**src/rtl/fb_mem_arbiter.sv**
```systemverilog
// Single-port framebuffer RAM arbiter: VGA fixed priority, PPU/CPU round-robin with a starvation bound.
// Optional grant counters are built when FB_ARB_STATS_EN is defined.
module fb_mem_arbiter #(
    parameter int unsigned ADDR_W     = 15,
    parameter int unsigned DATA_W     = 8,
    parameter int unsigned DEPTH      = 23040,
    parameter int unsigned STARVE_MAX = 8,
    localparam int unsigned STAT_W    = 16
) (
    input  logic              clk,
    input  logic              reset_n,
    input  logic              vga_req,
    input  logic [ADDR_W-1:0] vga_addr,
    output logic              vga_gnt,
    output logic [DATA_W-1:0] vga_rdata,
    output logic              vga_rvalid,
    input  logic              ppu_req,
    input  logic [ADDR_W-1:0] ppu_addr,
    input  logic [DATA_W-1:0] ppu_wdata,
    output logic              ppu_gnt,
    input  logic              cpu_req,
    input  logic              cpu_we,
    input  logic [ADDR_W-1:0] cpu_addr,
    input  logic [DATA_W-1:0] cpu_wdata,
    output logic              cpu_gnt,
    output logic [DATA_W-1:0] cpu_rdata,
    output logic              cpu_rvalid,
    output logic [ADDR_W-1:0] mem_addr,
    output logic              mem_we,
    output logic [DATA_W-1:0] mem_wdata,
    input  logic [DATA_W-1:0] mem_rdata,
    output logic [STAT_W-1:0] stat_vga,
    output logic [STAT_W-1:0] stat_ppu,
    output logic [STAT_W-1:0] stat_cpu
);

    localparam int unsigned CNT_W = 8;
    localparam logic [ADDR_W-1:0] DEPTH_A  = ADDR_W'(DEPTH);
    localparam logic [CNT_W-1:0]  STARVE_C = CNT_W'(STARVE_MAX);

    logic             rr_ptr;       // 0: PPU preferred, 1: CPU preferred
    logic [CNT_W-1:0] starve_cnt;
    logic             rd_oor;
    logic             shared_req;
    logic             starved;
    logic             pick_cpu;
    logic             wr_req;
    logic             addr_ok;

    // Grant decision and RAM port mux; every grant is held low during reset.
    always_comb begin
        shared_req = ppu_req | cpu_req;
        starved    = shared_req && (starve_cnt == STARVE_C);
        pick_cpu   = cpu_req && (!ppu_req || rr_ptr);
        vga_gnt    = reset_n && vga_req && !starved;
        ppu_gnt    = reset_n && shared_req && !vga_gnt && !pick_cpu;
        cpu_gnt    = reset_n && shared_req && !vga_gnt && pick_cpu;
        mem_addr   = '0;
        mem_wdata  = '0;
        wr_req     = 1'b0;
        if (vga_gnt) begin
            mem_addr = vga_addr;
        end else if (ppu_gnt) begin
            mem_addr  = ppu_addr;
            mem_wdata = ppu_wdata;
            wr_req    = 1'b1;
        end else if (cpu_gnt) begin
            mem_addr  = cpu_addr;
            mem_wdata = cpu_wdata;
            wr_req    = cpu_we;
        end
        addr_ok = (mem_addr < DEPTH_A);
        mem_we  = wr_req && addr_ok;
    end

    // Round-robin pointer, starvation counter and read-return tags.
    always_ff @(posedge clk or negedge reset_n) begin
        if (!reset_n) begin
            rr_ptr     <= 1'b0;
            starve_cnt <= '0;
            vga_rvalid <= 1'b0;
            cpu_rvalid <= 1'b0;
            rd_oor     <= 1'b0;
        end else begin
            if (ppu_gnt || cpu_gnt) begin
                rr_ptr <= ~rr_ptr;
            end
            if (ppu_gnt || cpu_gnt || !shared_req) begin
                starve_cnt <= '0;
            end else if (vga_gnt && (starve_cnt != STARVE_C)) begin
                starve_cnt <= starve_cnt + CNT_W'(1);
            end
            vga_rvalid <= vga_gnt;
            cpu_rvalid <= cpu_gnt && !cpu_we;
            rd_oor     <= !addr_ok;
        end
    end

    // Out-of-range reads return zero, and idle read ports are forced to zero.
    assign vga_rdata = (vga_rvalid && !rd_oor) ? mem_rdata : '0;
    assign cpu_rdata = (cpu_rvalid && !rd_oor) ? mem_rdata : '0;

`ifdef FB_ARB_STATS_EN
    // Saturating per-port grant counters.
    always_ff @(posedge clk or negedge reset_n) begin
        if (!reset_n) begin
            stat_vga <= '0;
            stat_ppu <= '0;
            stat_cpu <= '0;
        end else begin
            if (vga_gnt && (stat_vga != '1)) begin
                stat_vga <= stat_vga + STAT_W'(1);
            end
            if (ppu_gnt && (stat_ppu != '1)) begin
                stat_ppu <= stat_ppu + STAT_W'(1);
            end
            if (cpu_gnt && (stat_cpu != '1)) begin
                stat_cpu <= stat_cpu + STAT_W'(1);
            end
        end
    end
`else
    assign stat_vga = '0;
    assign stat_ppu = '0;
    assign stat_cpu = '0;
`endif

endmodule

```
**config.mk**
```make
export PLATFORM = sky130hd
export DESIGN_NAME = fb_mem_arbiter
export DESIGN_NICKNAME = d
export VERILOG_FILES = /design/src/rtl/fb_mem_arbiter.sv
export SDC_FILE = /design/constraint.sdc
export NUM_CORES = 1
export LEC_CHECK = 0
export ABC_AREA = 1
export BUFFER_PORTS_ARGS = -buffer_cell sky130_fd_sc_hd__buf_2
export CORE_ASPECT_RATIO = 1.75
export CORE_MARGIN = 10
export CORE_UTILIZATION = 33
export DETAILED_ROUTE_END_ITERATION = 8
export GPL_ROUTABILITY_DRIVEN = 0
export GPL_TIMING_DRIVEN = 0
export HOLD_SLACK_MARGIN = 0.02
export PLACE_DENSITY = 0.78
export SLEW_MARGIN = 10
export SYNTH_ARGS = -nofsm -noshare
export SYNTH_HDL_FRONTEND = slang
export SYNTH_SLANG_ARGS = --single-unit
```
**constraint.sdc**
```tcl
create_clock -name clk -period 1.9 [get_ports clk]
set_clock_uncertainty 0.05 [all_clocks]
set_input_delay 0.475 -clock clk [delete_from_list [all_inputs] [get_ports clk]]
set_output_delay 0.475 -clock clk [all_outputs]
set_load 0.05 [all_outputs]
```
==> results of run 1 <==
[cell families after synthesis]
kind of cell               after synthesis  synth area share
AOI/OAI and AO/OA                       19            0.0780
xor gates and xnor gates                 1           0.00525
adders and majority gates                2            0.0150
buffers and inverters                   86             0.311
DFF                                     12             0.180
other                                    1           0.00225
and+or+nand+nor                        128             0.409
[routing by layer]
layer	global-route usage	up-vias	part of all wire
met5	0	-	0
met4	0.0375	0	0.023
met3	0.0496	16	0.094
met2	0.324	111	0.57
met1	0.151	1004	0.31
li1	-	1071	-
[registers in the layout, indices dropped and copies added, names as in the netlist]
signal,flops
cpu_rvalid,1
rd_oor,1
rr_ptr,1
starve_cnt,8
vga_rvalid,1
[cells in the mapped netlist, types with 2 or more instances]
library cell	count
a21oi_1	3
a22o_1	8
buf_2	3
buf_4	48
dfrtp_1	12
ha_1	2
inv_1	30
inv_2	3
nand2_1	46
nand2_2	7
nand2_4	2
nand3_1	16
nand4_1	10
nor2_1	25
nor2_2	8
nor2_8	2
nor3_1	3
o21ai_0	6
or2_2	2
[path summary, 6_finish.rpt]
kind / start / endpoint / slack, ns / cells after the start
max reg2reg: starve_cnt[0]$_DFFE_PN0P_ / rd_oor$_DFF_PN0_ / -0.15 / 14
min in group clk: cpu_we / cpu_rvalid$_DFF_PN0_ / 0.38 / 2
min: reset_n / starve_cnt[1]$_DFFE_PN0P_ / 0.02 / 1
max: starve_cnt[0]$_DFFE_PN0P_ / mem_we / -0.76 / 14
min reg2reg: starve_cnt[6]$_DFFE_PN0P_ / starve_cnt[6]$_DFFE_PN0P_ / 0.44 / 1
max in group asynchronous: reset_n / starve_cnt[7]$_DFFE_PN0P_ / 1.60 / 1
[repair_timing]
| action | CTS | global route |
|---|---|---|
| setup buffers | 12 | 7 |
| endpoints found under the setup margin | 27 | 35 |
| gates cloned | 1 | 1 |
| pin swaps | 14 | 13 |
| gates resized for setup | 98 | 35 |
| hold endpoints to repair | 0 | 0 |
| hold buffers | 0 | 0 |
[metrics by stage]
step | TNS, ns | instances | instance area, sq um
2_1_floorplan | -3.70 | 296 | 2240
3_3_place_gp | -14.06 | 469 | 2900
3_5_place_dp | -14.74 | 469 | 2900
4_1_cts | -13.24 | 486 | 3410
5_1_grt | -17.25 | 494 | 3610
6_report | -15.32 | 494 | 3610
[where the power goes]
part / internal, W / total, W / switching, W
logic: 0.000539 / 0.00143 / 0.000895
clock network: 0.000182 / 0.000270 / 0.0000880
registers: 0.000282 / 0.000295 / 0.0000125
[layout make-up]
type,instances,area [sq um],share of cell area
Buffer,53,440,0.122
Sequential cell,12,300,0.0831
Inverter,33,138,0.0381
Multi-Input combinational cell,199,1530,0.424
Clock buffer,4,55.1,0.0152
Timing Repair Buffer,139,1080,0.299
Tap cell,54,67.6,0.0187
==> results.md, run 1 <==
- Ys async rst share: 1.00
- Global-route wire length before repair: 11300 microns
- Fin crit period: 2.66 ns
- Worst setup margin: -0.763 ns
- Setup-failing EPs final: 28
- Maxcap violations: 0
- Slowest-stage cell, CP: dfrtp_1
- HP Class: input port to asynchronous set/reset pin
- Max IR drop VDD: 0.000574 V
- Worst path required time: 1.37 ns
- Bufs and invs on worst path: 4
- Drt wl/cell: 15.8 microns
- RSZ-0062 raised after global routing: yes
- Synth Register Bits: 12
- CP top delay family: simple AND/OR/NAND/NOR gates
- Cell Rows: 34
- Post-Route WL: 7810 microns
- Htree depth: 1
- Yosys warnings: 0
- 1st-iter DRT viols: 76
- Clock Latency Late Sink: 0.24 ns
- Largest net degree at the start of global routing: 15
- Final core occ: 0.732
- Most frequent cells in the layout: buf_2, buf_4, conb_1, buf_8, nand2_4
- Commonest non-fill, non-tap cell in the layout: buf_2
- Worst Path Class, Setup: flop to output pin
- Max clock buf depth: 2
- Critical path, cell by cell: inv_2 > ha_4 > inv_2 > nor2_1 > o211ai_1 > nand2_2 > buf_6 > nand3_2 > nand2_4 > nor2_4 > nand3_2 > nand2_4 > nor2_4 > buf_8
- Crit end category: output pin
- Final net count: 518
- Max stage delay on crit path: 0.39 ns
- Avg Cell Area, Syn: 6.70 sq um
- Synth-to-layout area growth: 117%
- Main area contributors after synthesis: buf_4, dfrtp_1, nand2_1, inv_1, nor2_1
- Die X: 73.7 microns
- Final Total Pwr: 0.00200 W
- Leak pwr: 2.13 nW
- Critical path peak fanout: 5
- Initial antenna violation count: 0
- Fin Hold WS: 0.0249 ns
- Via count: 2202
- Synthesized area: 1670 sq um
- Period Utilization, post-route: 1.40
- Post-synth EDFFs: 0
- Register area share after synthesis: 0.180
- IO Count: 168
- CTS Sinks: 12
- Final hold violation count: 0
- Vias in the first global route: 2293
- Netlist cell types: 32
- Status: complete, but fails checks
- Clk slew on worst S/H paths: 0.05 ns
- N_diodes: 0
- Ys flop type: dfrtp_1
- Placed wire-length estimate: 5850 microns
- Gr ovfl total: 0
- Die area: 8410 sq um
- Synth top area share: 0.216
- Slew Viols, Final: 0
- Violated checks: setup timing
- Die height: 114 microns
- CTS buffer count: 3
- Mapped Cells: 249
- Max Clock Freq: 0.376 GHz
- Initial Util: 0.338
- Drt pass-1 iters: 4
- Root buf cell: clkbuf_8
- Worst setup SP type: flop
- Core ar.: 4930 sq um
- Leading area contributor after synthesis: buf_4
- Vias per cell: 4.46
- Pre-CTS setup slack: -0.794 ns
- Critical path arrival: 2.14 ns
- GRT Overall Usage: 0.163
- Fraction of layout cells with a size suffix above 1: 0.702
- Power Density: 554 nW/um^2
- Drc violations: 0
- CTS tree: done
- I/O Buffers: 119
- Routed Antenna Nets: 0
- Fill cells: 344
Note: power is estimated with default switching activity, not from simulation.
==> run 2: changes to the inputs <==
Settings changed: SETUP_SLACK_MARGIN from default to 0.2, TNS_END_PERCENT from default to 30.
==> results.md, run 2 (synthesis gave the netlist of run 1 again) <==
- Most flop-heavy register: starve_cnt (unchanged)
- Initial antenna violation count: 0 (unchanged)
- Vias in the first global route: 2188 (was 2293)
- Post-CTS Hold Buffers: 0 (unchanged)
- Critical path peak fanout: 5 (unchanged)
- Drt wl/cell: 15.3 microns (was 15.8 microns)
- Worst Path Class, Setup: flop to output pin (unchanged)
- Die area: 8410 sq um (unchanged)
- CTS tree: done (unchanged)
- N_diodes: 0 (unchanged)
- Largest net degree at the start of global routing: 15 (unchanged)
- Max IR drop VDD: 0.000618 V (was 0.000574 V)
- Root buf cell: clkbuf_8 (unchanged)
- HP Class: input port to asynchronous set/reset pin (unchanged)
- CP top delay family: buffers and inverters (was simple AND/OR/NAND/NOR gates)
- 1st-iter DRT viols: 84 (was 76)
- Clock Latency Late Sink: 0.24 ns (about the same)
- Slew Viols, Final: 0 (unchanged)
- Max stage delay on crit path: 0.39 ns (about the same)
- CTS buffer count: 3 (unchanged)
- Drc violations: 0 (unchanged)
- Final net count: 519 (was 518)
- Max clock buf depth: 2 (unchanged)
- Commonest non-fill, non-tap cell in the layout: buf_2 (unchanged)
- Clk slew on worst S/H paths: 0.05 ns (about the same)
- Bufs and invs on worst path: 5 (was 4)
- GRT Overall Usage: 0.160 (was 0.163)
- Fin crit period: 2.54 ns (was 2.66 ns)
- Largest register FFs: 8 (unchanged)
- Most frequent cells in the layout: buf_2, buf_4, conb_1, nand2_1, inv_1 (was buf_2, buf_4, conb_1, buf_8, nand2_4)
- RSZ-0062 raised after global routing: yes (unchanged)
- Maxcap violations: 0 (unchanged)
- Gr ovfl total: 0 (unchanged)
- Worst path required time: 1.37 ns (about the same)
- Fraction of layout cells with a size suffix above 1: 0.632 (was 0.702)
- CTS Sinks: 12 (unchanged)
- Drt pass-1 iters: 4 (unchanged)
- I/O Buffers: 119 (unchanged)
- Final hold violation count: 0 (unchanged)
- Die height: 114 microns (unchanged)
- Placed wire-length estimate: 5960 microns (was 5850 microns)
- Crit path top cell by count: inv_2
- Status: complete, but fails checks (unchanged)
- Post-Route WL: 7560 microns (was 7810 microns)
- Routed Antenna Nets: 0 (unchanged)
- Core ar.: 4930 sq um (unchanged)
- Leak pwr: 2.08 nW (was 2.13 nW)
- Vias per cell: 4.34 (was 4.46)
- Final Total Pwr: 0.00189 W (was 0.00200 W)
- Critical path, cell by cell: inv_2 > ha_4 > inv_2 > nor2_2 > nand2_2 > nand2_4 > nand2_8 > buf_4 > inv_1 > o21ai_0 > nor2_4 > buf_8 (was inv_2 > ha_4 > inv_2 > nor2_1 > o211ai_1 > nand2_2 > buf_6 > nand3_2 > nand2_4 > nor2_4 > nand3_2 > nand2_4 > nor2_4 > buf_8)
- Worst setup SP type: flop (unchanged)
- Worst setup margin: -0.640 ns (was -0.763 ns)
- Max Clock Freq: 0.394 GHz (was 0.376 GHz)
- Critical path arrival: 2.02 ns (was 2.14 ns)
- Slowest-stage cell, CP: dfrtp_1 (unchanged)
- Global-route wire length before repair: 11100 microns (was 11300 microns)
- Crit end category: output pin (unchanged)
- Htree depth: 1 (unchanged)
- Initial Util: 0.338 (unchanged)
- Violated checks: setup timing (unchanged)
- Synth-to-layout area growth: 107% (was 117%)
- Setup-failing EPs final: 29 (was 28)
- Via count: 2142 (was 2202)
- Period Utilization, post-route: 1.34 (was 1.40)
- Power Density: 548 nW/um^2 (was 554 nW/um^2)
- IO Count: 168 (unchanged)
- Post-Layout Cell Count: 494 (unchanged)
- Placed cell count: 469 (unchanged)
- Fill cells: 381 (was 344)
- Cell Rows: 34 (unchanged)
- Die X: 73.7 microns (unchanged)
[run 2: power by group]
group | switching [W] | internal [W]
Combinational | 0.000851 | 0.000514
Sequential | 0.0000141 | 0.000283
Clock | 0.0000877 | 0.000139
Total | 0.000953 | 0.000936
[run 2: final timing paths]
check                                           from                   endpoint  slack, ns  depth (start not counted)
min reg2reg                starve_cnt[6]$_DFFE_PN0P_  starve_cnt[6]$_DFFE_PN0P_       0.45                          1
min in group clk                              cpu_we       cpu_rvalid$_DFF_PN0_       0.38                          2
min                                          reset_n         rr_ptr$_DFFE_PN0P_       0.02                          1
max in group asynchronous                    reset_n  starve_cnt[3]$_DFFE_PN0P_       1.61                          1
max reg2reg                starve_cnt[0]$_DFFE_PN0P_           rd_oor$_DFF_PN0_      -0.02                         13
max                        starve_cnt[0]$_DFFE_PN0P_                     mem_we      -0.64                         12
[run 2: area by class of cell]
type	instances	area, sq um	share of cell area
buffer	53	448	0.130
clock buffer	3	41.3	0.0120
inverter	33	124	0.0360
multi-input combinational	198	1360	0.394
sequential	12	300	0.0872
tap	54	67.6	0.0196
timing repair buffer	141	1100	0.321
[run 2: per-layer routing]
metal | vias to the layer above | share of wire | GRT usage | wire length (microns)
met5 | - | 0 | 0 | 0
met4 | 0 | 0.0061 | 0.0187 | 46
met3 | 6 | 0.12 | 0.0617 | 916
met2 | 113 | 0.56 | 0.308 | 4210
met1 | 952 | 0.32 | 0.155 | 2390
li1 | 1071 | - | - | -
[run 2: repair_timing]
item,in CTS,in global routing
endpoints found under the hold margin,0,0
setup endpoints to repair,52,52
setup buffers,13,8
gates resized for setup,95,45
pin swaps,20,16
cloned,0,1
[run 2: stage by stage]
step                      setup WS [ns]  setup TNS [ns]  utilization  hold slack, ns  area [sq um]
final                            -0.640          -13.28        0.698          0.0220          3440
after global routing             -0.778          -16.59        0.698          0.0338          3440
after CTS                        -0.651          -12.71        0.657          0.0283          3240
after detailed placement         -0.790          -15.19        0.566           0.336          2790
after global placement           -0.735          -13.62        0.566           0.325          2790
after floorplan                  -0.464           -7.36            -           0.129          2130
